$ cat config.mk
export PLATFORM = sky130hd
export DESIGN_NAME = br_pht_ctrl
export DESIGN_NICKNAME = d
export VERILOG_FILES = /design/src/rtl/br_pht_ctrl.sv
export SDC_FILE = /design/constraint.sdc
export NUM_CORES = 1
export LEC_CHECK = 0
export CORE_MARGIN = 2
export CORE_UTILIZATION = 31
export DETAILED_ROUTE_END_ITERATION = 10
export GPL_TIMING_DRIVEN = 0
export PLACE_DENSITY = 0.79
export REMOVE_ABC_BUFFERS = 1
export SLEW_MARGIN = 20
export SYNTH_ARGS = -nofsm -noshare
export SYNTH_HDL_FRONTEND = slang
export SYNTH_SLANG_ARGS = --single-unit
$ cat constraint.sdc
create_clock -name iClk -period 2.8 [get_ports iClk]
set_input_delay 0.56 -clock iClk [delete_from_list [all_inputs] [get_ports iClk]]
set_output_delay 0.56 -clock iClk [all_outputs]
set_load 0.01 [all_outputs]
$ cat src/rtl/br_pht_ctrl.sv
// Pattern-history-table controller: table clear, prediction, update FIFO.
// Optional BR_PHT_BYPASS_EN forwards the in-flight write to the prediction.
module br_pht_ctrl #(
  parameter int unsigned DEPTH = 32,
  localparam int unsigned IW = $clog2(DEPTH)
) (
  input  logic          iClk,
  input  logic          iRst,
  input  logic          iFlush,
  input  logic [31:0]   iPredPc,
  output logic          oPredTaken,
  output logic          oPredValid,
  input  logic          iUpdValid,
  input  logic [31:0]   iUpdPc,
  input  logic          iUpdTaken,
  output logic          oUpdReady,
  output logic          oBusy,
  output logic [IW-1:0] oArrRIndex,
  output logic [IW-1:0] oArrWIndex,
  output logic [1:0]    oArrWIn,
  output logic          oArrWe,
  input  logic [1:0]    iArrROut,
  input  logic [1:0]    iArrWOut
);

  typedef enum logic {
    CLEAR,
    RUN
  } state_t;

  state_t        state_q;
  state_t        state_d;
  logic [IW-1:0] clr_q;
  logic [IW-1:0] clr_d;

  logic [1:0]    cnt_q;
  logic [IW-1:0] idx_q [2];
  logic          tkn_q [2];

  logic          push;
  logic          pop;
  logic          fifo_clr;
  logic [IW-1:0] upd_idx;
  logic [1:0]    nxt_ctr;

  function automatic logic [1:0] sat_step(
    input logic [1:0] c,
    input logic       t
  );
    if (t) return (c == 2'b11) ? c : c + 2'b01;
    return (c == 2'b00) ? c : c - 2'b01;
  endfunction

  assign upd_idx    = iUpdPc[IW+1:2];
  assign oArrRIndex = iPredPc[IW+1:2];
  assign nxt_ctr    = sat_step(iArrWOut, tkn_q[0]);

  always_ff @(posedge iClk) begin
    if (iRst) begin
      state_q <= CLEAR;
      clr_q   <= '0;
    end else begin
      state_q <= state_d;
      clr_q   <= clr_d;
    end
  end

  always_comb begin
    state_d    = state_q;
    clr_d      = clr_q;
    push       = 1'b0;
    pop        = 1'b0;
    fifo_clr   = 1'b0;
    oArrWe     = 1'b0;
    oArrWIndex = '0;
    oArrWIn    = 2'b00;
    oBusy      = 1'b0;
    oPredValid = 1'b0;
    oUpdReady  = 1'b0;
    unique case (state_q)
      CLEAR: begin
        oBusy      = 1'b1;
        oArrWe     = 1'b1;
        oArrWIndex = clr_q;
        oArrWIn    = 2'b01;
        fifo_clr   = 1'b1;
        if (iFlush) begin
          clr_d = '0;
        end else if (clr_q == IW'(DEPTH - 1)) begin
          state_d = RUN;
          clr_d   = '0;
        end else begin
          clr_d = clr_q + 1'b1;
        end
      end
      RUN: begin
        oPredValid = 1'b1;
        oUpdReady  = (cnt_q < 2'd2);
        if (iFlush || iRst) begin
          state_d  = CLEAR;
          clr_d    = '0;
          fifo_clr = 1'b1;
        end else begin
          pop  = (cnt_q != 2'd0);
          push = iUpdValid && oUpdReady;
          if (pop) begin
            oArrWe     = 1'b1;
            oArrWIndex = idx_q[0];
            oArrWIn    = nxt_ctr;
          end
        end
      end
      default: begin
        state_d = CLEAR;
      end
    endcase
  end

  // Entry 0 is always the head; a pop shifts entry 1 down.
  always_ff @(posedge iClk) begin
    if (iRst || fifo_clr) begin
      cnt_q <= 2'd0;
    end else begin
      unique case ({push, pop})
        2'b11: begin
          idx_q[0] <= upd_idx;
          tkn_q[0] <= iUpdTaken;
        end
        2'b10: begin
          idx_q[cnt_q[0]] <= upd_idx;
          tkn_q[cnt_q[0]] <= iUpdTaken;
          cnt_q           <= cnt_q + 2'd1;
        end
        2'b01: begin
          idx_q[0] <= idx_q[1];
          tkn_q[0] <= tkn_q[1];
          cnt_q    <= cnt_q - 2'd1;
        end
        default: begin
        end
      endcase
    end
  end

`ifdef BR_PHT_BYPASS_EN
  logic byp;
  assign byp = oArrWe && (state_q == RUN) && (oArrWIndex == oArrRIndex);
  assign oPredTaken = oPredValid && (byp ? oArrWIn[1] : iArrROut[1]);
`else
  assign oPredTaken = oPredValid && iArrROut[1];
`endif

endmodule

==> results.yml, run 1 <==
drt:
  wl_met1_um: 849
  wl_per_cell_um: 13.9
  first_pass_iteration_count_of_the_detailed_router: 5
  detail_route.vias_per_cell: 4.87
  met2_length_mm: 1.11
  routed_wirelength_mm: 2.24
  uppermost_layer_routed: "met4"
  route.antenna.remaining_nets: 0
  via_count: 784
  drt-initial-drc-count: 11
  met3_length_um: 269
  drc: 0
floorplanning:
  fp.dieH_um: 61.7
  design.core.area_mm2: 0.00310
  fp.dieArea_mm2: 0.00381
  fp-row-count: 20
  initial_utilization: 0.333
  floorplan.die.width_um: 61.7
  design.portCount: 90
global_route:
  initial_antenna_violation_count: 0
  grt_pass1_wl_mm: 3.46
  grt_pass1_vias: 774
  grt_start_max_net_pins: 17
  grt.total_usage: 0.125
  overflow: 0
hold_path:
  timing.hold.worst.class: "register to register"
  hold_end: "clr_q[3]"
  worst_hold_path.num_cells: 2
  hold_start: "clr_q[3]"
place:
  port_buffers: 24
  hpwl_after_dpl_mm: 1.72
  place.detailed.instances: 153
  routability_congestion: 0.765
logic_synthesis:
  synth-warning-count: 0
  synthCells: 92
  synth_top_area_share: 0.349
  async_flop_share: 0
  yosys.cell_types.count: 31
  syn_avg_cell_area_um2: 11.2
  synth_sequential_area_ratio: 0.504
  top_cells_by_area_in_the_synthesized_netlist: "sky130_fd_sc_hd__edfxtp_1 35%, sky130_fd_sc_hd__dfxtp_1 15%, sky130_fd_sc_hd__mux2_2 6.5%"
  ys_ff_latch: 20
  yosysTopAreaCell: "sky130_fd_sc_hd__edfxtp_1"
  synthesis.area_mm2: 0.00103
  postSynth.topFlopCell: "sky130_fd_sc_hd__edfxtp_1"
  synth_edf_count: 12
layout:
  syn2layout_area_growth_pct: 33.5
  final_cells: 161
  final_core_util: 0.445
  antenna_cells: 0
  nets: 196
  fillCellCount: 324
  final_layout_size_suffix_gt1_frac: 0.188
clock_tree:
  cts_root_buffer: "sky130_fd_sc_hd__clkbuf_4"
  cts.sinks: 20
  clock_insertion_delay_worst_skew_ns: 0.30
  clock_buffer_depth: 2
  cts-htree-levels: 1
  clkSlewWorstSetupHoldPaths_ns: 0.11
  cts-buffers-inserted: 3
  clock_tree_from_tritoncts: "yes"
  ctsHoldBuffers: 0
power_and_ir_drop:
  ir_drop_mv: 0.270
  switching_share: 0.177
  share_comb_of_total_power: 0.061
  pwr-share-seq: 0.538
  power_leakage_uw: 0.000551
  pwr_density_cell_mw_per_mm2: 424
  power_frac_clock: 0.401
  internal-power_uw: 481
  total_power_uw: 585
  p_switching_uw: 103
timing:
  final_max_slew_viol_count: 0
  period_needed_ns: 2.73
  max_freq_mhz: 366
  layout_worst_path_cycle_share: 0.976
  grt_setup_unrepaired: "no"
  tightest_slew_ns: 0.525
  setup-violations-final: 0
  report.final.hold_viol_count: 0
  relSlewSlack: 0.649
  holdWs_ns: 0.529
  clock_skew_ns: 0.00177
setup_path:
  worstReg2RegEnd: "idx_q[0][4]"
  timing.critical_path.from_type: "input pin"
  critical-path-max-stage-delay_ns: 0.53
  arrival_time_at_the_worst_endpoint_ns: 2.17
  cpMostUsedCell: "sky130_fd_sc_hd__clkdlybuf4s50_1"
  worst_ep_required_time_ns: 2.24
  reg2reg_from: "state_q"
  crit_path_cell_trace: "clkdlybuf4s50_1, or2_4, or2_1, nand2_1, clkdlybuf4s50_1"
  reg2reg_depth: 7
  timing.reg2reg.setup_slack_ns: 0.57
  critical_path.endpoint_type: "output pin"
  cell_with_the_biggest_individual_delay_on_the_critical_path: "sky130_fd_sc_hd__clkdlybuf4s50_1"
  crit_type: "input pin to output pin"
  cp_max_fo: 7
run:
  maxCapViolations: 0
status:
  status: "finished, final reports clean"
## what timing repair did
| action | CTS | global route |
|---|---|---|
| setup endpoints to repair | 13 | 12 |
| setup buffers | 2 | 2 |
| gates cloned | 0 | 0 |
| pin swaps | 1 | 1 |
| resized for setup | 4 | 6 |
## through the flow
step / instance area (µm²) / setup TNS, ns / setup slack, ns
2_1_floorplan: 981 / 0 / 0.429
3_3_place_gp: 1280 / -2.47 / -0.261
3_5_place_dp: 1280 / -3.30 / -0.382
4_1_cts: 1350 / 0 / 0.0249
5_1_grt: 1380 / 0 / 0.00150
6_report: 1380 / 0 / 0.0666
## logic make-up (layout without fill, tap and decap cells)
group / count (synthesis) / in the layout / synth area share
muxes: 7 / 7 / 0.0751
and+or+nand+nor: 29 / 29 / 0.166
AOI/OAI and AO/OA: 19 / 19 / 0.116
xor gates and xnor gates: 2 / 2 / 0.0170
DFF: 20 / 20 / 0.504
adders and majority gates: 5 / 5 / 0.0605
buffers and inverters: 10 / 35 / 0.0617
## registers in the layout, summed over array words and instances, names as in the netlist
signal	count
clr_q	5
cnt_q	2
idx_q	10
state_q	1
tkn_q	2
## area by class of cell
| class | count | area (µm²) | area share |
|---|---|---|---|
| Timing Repair Buffer | 28 | 279 | 0.202 |
| Clock inverter | 1 | 30.0 | 0.0218 |
| Multi-Input combinational cell | 62 | 460 | 0.334 |
| Clock buffer | 3 | 22.5 | 0.0163 |
| Sequential cell | 20 | 522 | 0.378 |
| Tap cell | 44 | 55.1 | 0.0399 |
| Inverter | 3 | 11.3 | 0.00816 |
## worst max-delay path: cells and delay by family
family,cells,cell delay (ns)
buffers and inverters,2,1.00
AND/OR/NAND/NOR,3,0.61
## cells in the final DEF (no fill, tap or decap), drive strengths merged
master          n
edfxtp         12
mux2i           1
a22o            5
nand3b          3
a211oi          1
clkdlybuf4s50  19
and2            2
xnor2           1
and3            2
o31ai           1
o21ai           5
dlygate4sd2     1
nand4           1
buf             4
or2             2
xor2            1
or3             1
ha              5
nor2           10
or3b            1
dlymetal6s2s    4
a21oi           6
a31oi           1
nor3b           2
inv             3
mux2            6
nand2           2
dfxtp           8
bufinv          1
nor3            3
clkbuf          3
## cells in the mapped netlist, types with 2 or more instances
cell / instances
sky130_fd_sc_hd__mux2_2: 6
sky130_fd_sc_hd__edfxtp_1: 12
sky130_fd_sc_hd__nand2_1: 2
sky130_fd_sc_hd__or2_1: 2
sky130_fd_sc_hd__ha_1: 5
sky130_fd_sc_hd__and3_1: 2
sky130_fd_sc_hd__buf_4: 5
sky130_fd_sc_hd__dfxtp_1: 8
sky130_fd_sc_hd__nor3_1: 3
sky130_fd_sc_hd__nand3b_1: 2
sky130_fd_sc_hd__a21oi_1: 6
sky130_fd_sc_hd__inv_1: 3
sky130_fd_sc_hd__a22o_1: 5
sky130_fd_sc_hd__nor2_1: 10
sky130_fd_sc_hd__and2_1: 2
sky130_fd_sc_hd__o21ai_0: 4
## layer usage
| layer | track usage | vias up |
|---|---|---|
| met5 | 0 | - |
| met4 | 0.0456 | 0 |
| met3 | 0.0559 | 2 |
| met2 | 0.218 | 32 |
| met1 | 0.132 | 369 |
| li1 | - | 381 |
## worst max-delay path by stage
| stage | startpoint | endpoint | slack [ns] | cells after the start |
|---|---|---|---|---|
| after floorplan | state_q | idx_q[0][0] | 0.43 | 6 |
| after global placement | iRst | idx_q[0][4] | -0.26 | 7 |
| after detailed placement | iRst | idx_q[0][4] | -0.38 | 7 |
| after CTS | iFlush | oArrWIndex[0] | 0.02 | 6 |
| after global routing | iFlush | oArrWe | 0.001 | 5 |
| final | iFlush | oArrWe | 0.07 | 5 |
## power groups by stage
stage / Sequential [µW] / Clock [µW] / Combinational [µW]
floorplan: 321 / 0 / 12.6
global placement: 321 / 0 / 35.0
detailed placement: 321 / 0 / 35.6
CTS: 314 / 240 / 36.9
global route: 315 / 253 / 39.2
finish: 315 / 234 / 35.8
Power figures use the tool's default switching activity.
==> run 2, diff against run 1 <==
- RECOVER_POWER: not set -> 50
==> results.yml, run 2 (same netlist as run 1, synthesis figures left out) <==
floorplanning:
  design.portCount: 90
  design.core.area_mm2: 0.00310
  floorplan.die.width_um: 61.7
  fp.dieH_um: 61.7
  fp.dieArea_mm2: 0.00381
  fp-row-count: 20
  initial_utilization: 0.333
clock_tree:
  cts.sinks: 20
  cts-htree-levels: 1
  clock_tree_from_tritoncts: "yes"
  clock_insertion_delay_worst_skew_ns: 0.30
  clock_buffer_depth: 2
  clkSlewWorstSetupHoldPaths_ns: 0.11
  ctsHoldBuffers: 0
  cts_root_buffer: "sky130_fd_sc_hd__clkbuf_4"
  cts-buffers-inserted: 3
drt:
  route.antenna.remaining_nets: 0
  first_pass_iteration_count_of_the_detailed_router: 5
  drc: 0
  wl_met1_um: 855
  routed_wirelength_mm: 2.24
  uppermost_layer_routed: "met4"
  via_count: 778
  detail_route.vias_per_cell: 4.83
  wl_per_cell_um: 13.9
  drt-initial-drc-count: 10
  met2_length_mm: 1.10
  met3_length_um: 270
layout:
  layout.cell_area.non_filler_mm2: 0.00137
  registers.top_by_ff_count: "idx_q"
  nets: 196
  mostFrequentLayoutCells: "16 x sky130_fd_sc_hd__clkdlybuf4s50_1, 12 x sky130_fd_sc_hd__edfxtp_1, 10 x sky130_fd_sc_hd__nor2_1"
  most_common_cell_after_layout_fill_and_taps_aside: "sky130_fd_sc_hd__clkdlybuf4s50_1"
  antenna_cells: 0
  layout_top_registers: "idx_q x10, clr_q x5"
  syn2layout_area_growth_pct: 32.9
  final_layout_size_suffix_gt1_frac: 0.179
  flip_flop_count_of_the_largest_register_after_layout: 10
setup_path:
  reg2reg_depth: 7
  timing.reg2reg.setup_slack_ns: 0.51
  worst_ep_required_time_ns: 2.24
  reg2reg_from: "state_q"
  critical-path-max-stage-delay_ns: 0.53
  worstSetupPathDepth: 5
  critical_path.top_delay_family: "buffers and inverters"
  cell_with_the_biggest_individual_delay_on_the_critical_path: "sky130_fd_sc_hd__clkdlybuf4s50_1"
  cp_max_fo: 7
  critical_path.endpoint_type: "output pin"
  number_of_buffer_and_inverter_stages_on_the_critical_path: 2
  arrival_time_at_the_worst_endpoint_ns: 2.17
  timing.critical_path.from_type: "input pin"
  worstReg2RegEnd: "idx_q[0][0]"
  crit_path_cell_trace: "clkdlybuf4s50_1, or2_4, or2_1, nand2_1, clkdlybuf4s50_1"
  crit_type: "input pin to output pin"
  cpMostUsedCell: "sky130_fd_sc_hd__clkdlybuf4s50_1"
timing:
  grt_setup_unrepaired: "no"
  clock_skew_ns: 0.00225
  max_freq_mhz: 366
  period_needed_ns: 2.73
  setup-tns-final_ns: 0
  layout_worst_path_cycle_share: 0.976
  final_max_slew_viol_count: 0
  report.final.hold_viol_count: 0
  setup-violations-final: 0
  relSlewSlack: 0.649
  tightest_slew_ns: 0.525
hold_path:
  hold_start: "clr_q[3]"
  worst_hold_path.num_cells: 2
  timing.hold.worst.class: "register to register"
  hold_end: "clr_q[3]"
power_and_ir_drop:
  pwr_density_cell_mw_per_mm2: 425
  power_leakage_uw: 0.000532
  ir_drop_mv: 0.270
global_route:
  overflow: 0
  grt_start_max_net_pins: 17
  grt_pass1_wl_mm: 3.46
  initial_antenna_violation_count: 0
  grt.total_usage: 0.125
  grt_pass1_vias: 774
place:
  hpwl_after_dpl_mm: 1.72
  port_buffers: 24
  post_dp_cell_area_mm2: 0.00128
  routability_congestion: 0.765
status:
  status: "finished, final reports clean"
run:
  maxCapViolations: 0
## run 2: area by class of cell
class	count	area, µm²
fill	326	1730
clock inverter	1	30.0
clock buffer	3	22.5
sequential	20	522
timing repair buffer	28	273
tap	44	55.1
multi-input combinational	62	460
inverter	3	11.3
## run 2: worst min-delay path: stages, from the launching register on
cell and delay (ns):
sky130_fd_sc_hd__dfxtp_1 0.35, sky130_fd_sc_hd__o21ai_0 0.08, sky130_fd_sc_hd__a21oi_1 0.06
## run 2: how the worst max path moves through the flow
| stage | from | endpoint |
|---|---|---|
| after floorplan | state_q | idx_q[0][0] |
| after global placement | iRst | idx_q[0][4] |
| after detailed placement | iRst | idx_q[0][4] |
| after CTS | iFlush | oArrWIndex[0] |
| after global routing | iFlush | oArrWe |
| final | iFlush | oArrWe |
## run 2: repair_timing
| item | CTS | global route |
|---|---|---|
| endpoints found under the hold margin | 0 | 0 |
| pin swaps | 1 | 1 |
| endpoints found under the setup margin | 13 | 12 |
| buffers inserted | 2 | 2 |
| gates resized for setup | 4 | 6 |
| cloned | 0 | 0 |
## run 2: routing by layer
layer	vias up	GRT usage
li1	380	-
met3	2	0.0559
met2	32	0.218
met4	0	0.0456
met1	364	0.132
met5	-	0
## run 2: report_power, final
| group | switching [µW] | internal, µW | total [µW] |
|---|---|---|---|
| logic | 11.5 | 24.3 | 35.8 |
| registers | 2.13 | 312 | 315 |
| clock network | 89.3 | 145 | 234 |
| total | 103 | 481 | 584 |
## run 2: through the flow
stage                     hold slack [ns]  setup WS [ns]  utilization  power [µW]  cells
after global placement              0.507         -0.261        0.411         356    153
after CTS                           0.533         0.0249        0.435         592    159
after global routing                0.561        0.00150        0.443         607    161
after detailed placement            0.520         -0.382        0.411         357    153
after floorplan                     0.476          0.429            -         333     85
final                               0.529         0.0666        0.443         584    161
